==> src/rtl/ervp_loop_nest_sequencer_pkg.sv <==
// Shared definitions for the three-level loop-nest sequencer.
package ervp_loop_nest_sequencer_pkg;

  localparam int NUM_LEVEL    = 3;
  localparam int BW_LNS_STATE = 2;

  // state    | meaning
  // LNS_IDLE | waiting for start; counters parked
  // LNS_RUN  | presenting beats; advance on out_valid & out_ready
  // LNS_DONE | one-cycle completion; done asserted here
  typedef enum logic [BW_LNS_STATE-1:0] {
    LNS_IDLE = 2'd0,
    LNS_RUN  = 2'd1,
    LNS_DONE = 2'd2
  } lns_state_e;

endpackage

==> src/rtl/ervp_loop_level_counter.sv <==
// One loop level: index register with its own latched bound.
// carry_out tells the next outer level to advance.
module ervp_loop_level_counter #(
  parameter int BW_INDEX = 16
) (
  input  logic                clk,
  input  logic                rstnn,
  input  logic                load,
  input  logic                clear,
  input  logic [BW_INDEX-1:0] bound_in,
  input  logic                inc,
  output logic [BW_INDEX-1:0] index,
  output logic                is_last,
  output logic                carry_out
);

  logic [BW_INDEX-1:0] bound_q;

  // A zero bound never matches here; the top never runs a walk with one.
  assign is_last   = (index == (bound_q - BW_INDEX'(1)));
  assign carry_out = inc & is_last;

  // Bound is captured once per walk so config writes mid-walk have no effect.
  always_ff @(posedge clk or negedge rstnn) begin
    if (!rstnn) begin
      bound_q <= '0;
    end else if (load) begin
      bound_q <= bound_in;
    end
  end

  // Index restarts on load/abort and wraps to zero when the level completes.
  always_ff @(posedge clk or negedge rstnn) begin
    if (!rstnn) begin
      index <= '0;
    end else if (load || clear) begin
      index <= '0;
    end else if (inc) begin
      if (is_last) index <= '0;
      else         index <= index + BW_INDEX'(1);
    end
  end

endmodule

==> src/rtl/ervp_loop_nest_sequencer.sv <==
// Three-level loop-nest sequencer: emits (i0,i1,i2) and a linear address per
// accepted beat, i0 innermost. Addresses are built incrementally from
// row-start registers, so no multipliers are needed.
module ervp_loop_nest_sequencer
  import ervp_loop_nest_sequencer_pkg::*;
#(
  parameter int BW_INDEX = 16,
  parameter int BW_ADDR  = 32
) (
  input  logic                clk,
  input  logic                rstnn,
  input  logic                start,
  input  logic                abort,
  input  logic [BW_ADDR-1:0]  cfg_base,
  input  logic [BW_INDEX-1:0] cfg_bound0,
  input  logic [BW_INDEX-1:0] cfg_bound1,
  input  logic [BW_INDEX-1:0] cfg_bound2,
  input  logic [BW_ADDR-1:0]  cfg_stride0,
  input  logic [BW_ADDR-1:0]  cfg_stride1,
  input  logic [BW_ADDR-1:0]  cfg_stride2,
  output logic                busy,
  output logic                done,
  output logic                out_valid,
  input  logic                out_ready,
  output logic [BW_INDEX-1:0] out_index0,
  output logic [BW_INDEX-1:0] out_index1,
  output logic [BW_INDEX-1:0] out_index2,
  output logic [BW_ADDR-1:0]  out_addr,
  output logic                out_first,
  output logic                out_last
);

  lns_state_e         state;
  logic [BW_ADDR-1:0] stride0_q, stride1_q, stride2_q;
  logic [BW_ADDR-1:0] row1_q, row2_q, addr_q;
  logic [BW_ADDR-1:0] row1_next, row2_next;

  logic launch, accept, ctr_clear, any_zero_bound;
  logic last0, last1, last2;
  logic carry0, carry1, carry2;

  assign any_zero_bound = (cfg_bound0 == '0) || (cfg_bound1 == '0) || (cfg_bound2 == '0);
  assign launch    = (state == LNS_IDLE) && start && !abort;
  assign accept    = (state == LNS_RUN) && out_ready && !abort;
  assign ctr_clear = abort && (state != LNS_IDLE);
  assign row1_next = row1_q + stride1_q;
  assign row2_next = row2_q + stride2_q;

  ervp_loop_level_counter #(.BW_INDEX(BW_INDEX)) u_level0 (
    .clk       (clk),
    .rstnn     (rstnn),
    .load      (launch),
    .clear     (ctr_clear),
    .bound_in  (cfg_bound0),
    .inc       (accept),
    .index     (out_index0),
    .is_last   (last0),
    .carry_out (carry0)
  );

  ervp_loop_level_counter #(.BW_INDEX(BW_INDEX)) u_level1 (
    .clk       (clk),
    .rstnn     (rstnn),
    .load      (launch),
    .clear     (ctr_clear),
    .bound_in  (cfg_bound1),
    .inc       (carry0),
    .index     (out_index1),
    .is_last   (last1),
    .carry_out (carry1)
  );

  ervp_loop_level_counter #(.BW_INDEX(BW_INDEX)) u_level2 (
    .clk       (clk),
    .rstnn     (rstnn),
    .load      (launch),
    .clear     (ctr_clear),
    .bound_in  (cfg_bound2),
    .inc       (carry1),
    .index     (out_index2),
    .is_last   (last2),
    .carry_out (carry2)
  );

  // FSM plus stride latches and address/row-start registers.
  always_ff @(posedge clk or negedge rstnn) begin
    if (!rstnn) begin
      state     <= LNS_IDLE;
      stride0_q <= '0;
      stride1_q <= '0;
      stride2_q <= '0;
      row1_q    <= '0;
      row2_q    <= '0;
      addr_q    <= '0;
    end else begin
      case (state)
        LNS_IDLE: begin
          if (launch) begin
            stride0_q <= cfg_stride0;
            stride1_q <= cfg_stride1;
            stride2_q <= cfg_stride2;
            row1_q    <= cfg_base;
            row2_q    <= cfg_base;
            addr_q    <= cfg_base;
            state     <= any_zero_bound ? LNS_DONE : LNS_RUN;
          end
        end
        LNS_RUN: begin
          if (abort) begin
            addr_q <= '0;
            state  <= LNS_IDLE;
          end else if (accept) begin
            if (!carry0) begin
              addr_q <= addr_q + stride0_q;
            end else if (!carry1) begin
              row1_q <= row1_next;
              addr_q <= row1_next;
            end else if (!carry2) begin
              row2_q <= row2_next;
              row1_q <= row2_next;
              addr_q <= row2_next;
            end else begin
              state <= LNS_DONE;
            end
          end
        end
        LNS_DONE: begin
          state <= LNS_IDLE;
        end
        default: begin
          state <= LNS_IDLE;
        end
      endcase
    end
  end

  // Status and beat qualifiers derived from the registered state and indices.
  assign busy      = (state != LNS_IDLE);
  assign out_valid = (state == LNS_RUN);
  // An abort arriving in the DONE cycle swallows the pulse.
  assign done      = (state == LNS_DONE) && !abort;
  assign out_addr  = addr_q;
  assign out_first = out_valid && (out_index0 == '0) && (out_index1 == '0) && (out_index2 == '0);
  assign out_last  = out_valid && last0 && last1 && last2;

endmodule

==> config.mk <==
export PLATFORM = sky130hd
export DESIGN_NAME = ervp_loop_nest_sequencer
export DESIGN_NICKNAME = d
export VERILOG_FILES = /design/src/rtl/ervp_loop_nest_sequencer_pkg.sv /design/src/rtl/ervp_loop_level_counter.sv /design/src/rtl/ervp_loop_nest_sequencer.sv
export SDC_FILE = /design/constraint.sdc
export NUM_CORES = 1
export LEC_CHECK = 0
export ABC_AREA = 1
export CAP_MARGIN = 25
export CORE_MARGIN = 2
export CORE_UTILIZATION = 40
export DETAILED_ROUTE_END_ITERATION = 12
export SYNTH_ARGS = -nofsm -noshare
export SYNTH_HDL_FRONTEND = slang
export SYNTH_SLANG_ARGS = --single-unit
==> constraint.sdc <==
create_clock -name clk -period 3 [get_ports clk]
set_input_delay 0.3 -clock clk [delete_from_list [all_inputs] [get_ports clk]]
set_output_delay 0.3 -clock clk [all_outputs]
set_load 0.03 [all_outputs]
=== Word level (Yosys, flattened, before mapping) ===
Cells that the tools add are included.
W data, S select, Z words.

* Bits in registers: 290
* Input bits: 181
* Output and inout port bits: 85
* Logic and storage cells: 108

* Add/sub/neg operators: 9
* Equality and inequality tests: 17
* Muxes and demuxes: 33
* Bitwise operators: 3
* Reductions and logical operators: 33

{| class="wikitable"
|+ Operators by type and width
! cell !! count
|-
| $mux W32 || 13
|-
| $pmux W32 S2 || 3
|-
| $mux W16 || 9
|-
| $add A32 B32 Y32 || 3
|-
| $logic_not A16 Y1 || 6
|-
| $add A16 B1 Y16 const B || 3
|-
| $eq A16 B16 Y1 || 3
|-
| $sub A16 B1 Y16 const B || 3
|-
| $mux W2 || 7
|-
| $logic_and A1 B1 Y1 || 12
|-
| $ne A3 B2 Y1 const B || 4
|-
| $reduce_bool A2 Y1 || 5
|-
| $ne A2 B1 Y1 const B || 4
|-
| $reduce_and A7 Y1 || 1
|-
| $reduce_and A6 Y1 || 1
|-
| $ne A5 B5 Y1 const B || 1
|-
| $reduce_and A5 Y1 || 1
|-
| $ne A2 B2 Y1 const B || 2
|-
| $pmux W2 S2 || 1
|-
| $reduce_and A4 Y1 || 1
|-
| $and A1 B1 Y1 || 3
|-
| $logic_or A1 B1 Y1 || 3
|-
| $ne A3 B3 Y1 const B || 1
|-
| $eq A2 B1 Y1 const B || 1
|-
| other kinds (4) || 4
|}

=== Depth between registers and ports, before layout ===
* Word-level depth: 12
* Depth in mapped cells: 20
* Depth with buffers taken out: 19

=== By module ===
From an unflattened synthesis, not the netlist that was laid out.

* Cell total of the unflattened synthesis: 3512
* Area total of the unflattened synthesis: 22778.1 µm²

{| class="wikitable"
|+ Modules (own cells, without submodules)
! module !! instances !! cells an instance !! area each (µm²) !! seq. area each (µm²)
|-
| ervp_loop_nest_sequencer || 1 || 2484 || 15438.6 || 4854.7
|-
| ervp_loop_level_counter (u_level1 ...) || 2 || 361 || 2512.4 || 800.8
|-
| ervp_loop_level_counter (u_level0) || 1 || 306 || 2314.7 || 800.8
|}

=== Worst setup path after synthesis ===
Ideal clock, no wire load.

* Path type: register to output
* From: register u_level2.bound_q[0]
* To: output out_last
* Data arrival time: 2.577 ns
* Required time: 2.700 ns
* Setup slack: 0.123 ns
* Cell stages (with the launch flop): 11
* Path buffers: 0
* Cells stage by stage: dfrtp_1 -> inv_1 -> ha_1 -> nand3_2 -> nor2_1 -> nand3_1 -> o21ai_1 -> nand2_1 -> nor2_1 -> nand3_1 -> nor4_1

* Longest elaborated chain between the ends: 3

{| class="wikitable"
|+ RTL lines
! what !! RTL line !! RTL
|-
| start, declared || ervp_loop_level_counter.sv:17 || <nowiki>logic [BW_INDEX-1:0] bound_q;</nowiki>
|-
| start signal, assigned || ervp_loop_level_counter.sv:28 || <nowiki>bound_q <= bound_in;</nowiki>
|-
| $sub A16 B1 Y16 || ervp_loop_level_counter.sv:20 || <nowiki>assign is_last = (index == (bound_q - BW_INDEX'(1)));</nowiki>
|-
| $eq A16 B16 Y1 || ervp_loop_level_counter.sv:20 ||
|-
| $logic_and A1 B1 Y1 || ervp_loop_nest_sequencer.sv:144 || <nowiki>assign out_last = out_valid && last0 && last1 && last2;</nowiki>
|-
| end, declared || ervp_loop_nest_sequencer.sv:30 || <nowiki>output logic out_last</nowiki>
|}

Every way passes these cells.

=== Worst setup path in the final report ===
Same ends and word-level chain as after synthesis.

==> run metrics <==
Reg2Reg Setup Slack=0.20 ns; Least-Margin Pin Slew=0.7207 ns; dominant cell type by area after synthesis=dfrtp_1; Routed WL=83490 um; Seq/Total Area, Yosys=0.3273; sequential share of power=0.238; Startpoint Class=register; failing checks=negative setup slack; layout cells sized above 1=0.07110; TritonCTS clock tree=built; number of global-route vias before repair=22700; pre-CTS setup slack=-0.1552 ns; number of remaining DRC errors=0; VDD IR max=0.4033 mV; Max clock buf depth=3; largest family of logic cells by synthesized area=simple AND/OR/NAND/NOR gates; Syn Area/Cell=6.510 sq um; final hold vios=0; Synth Net Count=3692; mapped cell area=22170 sq um; worst r2r dst=row1_q[20]; Critical path buffers and inverters=3; worst skew pair latency=0.57 ns; top-count cell post-synth=nand2_1; worst reg2reg startpoint=u_level0.bound_q[1]; kind of critical path=reg2out; Area after DPL=25930 sq um; initial antenna violation count=0; CP delay by family, top=simple AND/OR/NAND/NOR gates; I/O pin count=266; Sw Share=0.5032; Core Region=54990 sq um; Power Density=975.4 nW/um^2; Logic pwr share=0.591; Final Cell Area=27730 sq um; end of the critical path=out_last; Synth Area in Adders=0.06027; Critical Path Stages=12; # port buffers=265; Setup crit start=u_level2.bound_q[0]; Max Slew Vio Count=0; Initial DRC Count=1917; internal power=13.44 mW; total die area=57330 sq um; status=finished, violations left; Max stage delay on crit path=0.41 ns; most frequent cell on the critical path=nand3_4; Final Cycle Share=1.007; GRT Overall Usage=0.2902; Avg Vias per Cell=5.274; CTS buffer count=37; row cnt=86; Die X=239.4 um; routed vias=23600; max_slew headroom=0.5196; HPWL Detailed=65620 um; Lkg Pwr=13.84 nW; Arr. time, crit path=2.72 ns; Nets=3986; Placer Congestion=0.9719; Post-synth top flop=dfrtp_1; WL per Instance=18.66 um; Die Y=239.4 um; Post-synth top cells=1360 x nand2_1, 296 x inv_1, 290 x dfrtp_1, 284 x nor2_1, 216 x a21oi_1; slowest CP cell=dfrtp_1; synth top area cells=dfrtp_1 33%, nand2_1 23%, ha_1 5.8%, inv_1 5.0%, a21oi_1 4.9%; simple-gate share of the synthesized area=0.3884; yosys warns=0; EDFF count, synth=0; Reg clk slew, reported paths=0.06 ns; Clock power frac=0.171; largest net degree at the start of global routing=175; skew final=0.02003 ns; share of the synthesized area in the top cell type=0.3273; synthesized flop and latch total=290; P&R area growth vs syn=25.08%; RSZ-0062 raised after global routing=yes; PnR worst setup slack=-0.02062 ns; Synth Area in XOR/XNOR=0.05242; final hold slack=0.2614 ns; antenna-violating nets left=0; Switch Pwr=13.61 mW; Cells after Synth=3406; crit path time final=3.021 ns; first-pass GRT wire length=129200 um; post-synthesis mux area share=0; Max Fclk=331.1 MHz; CP max FO=4; clk root buf=clkbuf_16; Hold Crit Depth=3; R2R depth=15; max cap viols=0; Crit. End Element=primary output; required time of the worst setup path=2.70 ns; 1st-pass router iterations=6; Fill cells=5656; grt ovf=0; CP cell instances=inv_2, ha_4, nand3_4, nor2_4, nand3_4, xor2_2, nand2_1, nor2_1, nand3_2, nor4_2, buf_4, buf_6; antenna cells=0; clock sink total=290; Final Setup Violations=1; Netlist cell types=52; post-synthesis compound-gate area fraction=0.09870; worst hold path type=in2reg; Initial Util=0.4032; H-Tree Level Count=2; FFs w/ async S/R, synth=1.000
registers in the layout, indices dropped and copies added (netlist names), 32 cells and up:
register,flops
stride1_q,32
stride0_q,32
row1_q,32
stride2_q,32
out_addr,32
row2_q,32
how the worst min path moves through the flow:
stage / start / slack [ns] / endpoint
final: cfg_stride0[23] / 0.26 / stride0_q[23]
after global placement: rstnn / 0.31 / u_level0.index[4]
after floorplan: rstnn / 0.004 / out_addr[0]
after CTS: cfg_stride1[21] / 0.23 / stride1_q[21]
after detailed placement: rstnn / 0.32 / u_level0.index[4]
after global routing: cfg_stride0[23] / 0.26 / stride0_q[23]
repair_timing:
action,in CTS,in global routing
hold buffers,1,0
pin swaps,17,22
gates resized for setup,53,37
endpoints found under the setup margin,2,27
endpoints found under the hold margin,61,0
setup buffers,14,14
layout by cell type, fill, tap and decap left out, drive strengths merged:
| master | instances |
|---|---|
| clkdlybuf4s50 | 262 |
| a211oi | 2 |
| nor3 | 47 |
| nor2 | 298 |
| o31ai | 2 |
| o21ai | 143 |
| o21a | 7 |
| and2 | 2 |
| clkinv | 13 |
| o22ai | 12 |
| nand3 | 174 |
| and3 | 2 |
| xor2 | 86 |
| dlygate4sd3 | 1 |
| o21bai | 9 |
| o2111ai | 1 |
| a21boi | 3 |
| nand4 | 109 |
| nand2 | 1369 |
| xnor3 | 3 |
| ha | 102 |
| buf | 94 |
| bufinv | 3 |
| xnor2 | 39 |
| a21oi | 217 |
| dlygate4sd1 | 1 |
| o211ai | 1 |
| inv | 305 |
| nand3b | 17 |
| a31oi | 3 |
| clkinvlp | 1 |
| fa | 3 |
| dfrtp | 290 |
| or2 | 4 |
| o41ai | 1 |
| or4 | 1 |
| nor3b | 2 |
| nor4 | 37 |
| clkbuf | 50 |
| a21o | 11 |
through the flow:
| stage | cells | TNS [ns] | util | power, mW |
|---|---|---|---|---|
| after floorplan | 3406 | 0 | - | 16.44 |
| after global routing | 4475 | -0.1761 | 0.5044 | 29.08 |
| after CTS | 4461 | -0.05223 | 0.4997 | 26.74 |
| after detailed placement | 4380 | -0.1552 | 0.4716 | 21.72 |
| final | 4475 | -0.02062 | 0.5044 | 27.05 |
| after global placement | 4380 | -0.2388 | 0.4716 | 21.76 |
tightest hold or removal path, stage by stage:
cell and delay (ns):
clkdlybuf4s50_1 0.39, nand2_1 0.06, nand2_1 0.04
cells by family after synthesis:
family | Yosys count
AND/OR/NAND/NOR | 2062
AO/OA/AOI/OAI | 412
buffers and inverters | 409
flip-flops | 290
XOR/XNOR | 128
adder cells (fa/ha/maj) | 105
routing by layer:
layer | track usage | routed length, um | part of all wire | up-vias
met5 | 0 | 0 | 0 | -
met4 | 0.1102 | 3077 | 0.037 | 0
met3 | 0.03584 | 5535 | 0.066 | 151
met2 | 0.4686 | 37620 | 0.45 | 883
met1 | 0.3970 | 37260 | 0.45 | 10940
li1 | - | - | - | 11630
power groups by stage:
stage          logic (mW)  clock network (mW)  registers, mW
2_1_floorplan        10.0                   0           6.40
3_3_place_gp         15.3                   0           6.46
3_5_place_dp         15.3                   0           6.43
4_1_cts              15.6                4.73           6.41
5_1_grt              17.7                4.88           6.55
6_report             16.0                4.62           6.44
cell type report:
type,count,area [sq um],share of cell area
multi-input combinational,2707,13640,0.4918
sequential,290,7263,0.2619
timing repair buffer,358,3487,0.1257
inverter,306,1154,0.04160
clock buffer,50,1077,0.03884
tap,748,935.9,0.03375
clock inverter,16,176.4,0.006361
Note: power is estimated with default switching activity, not from simulation.
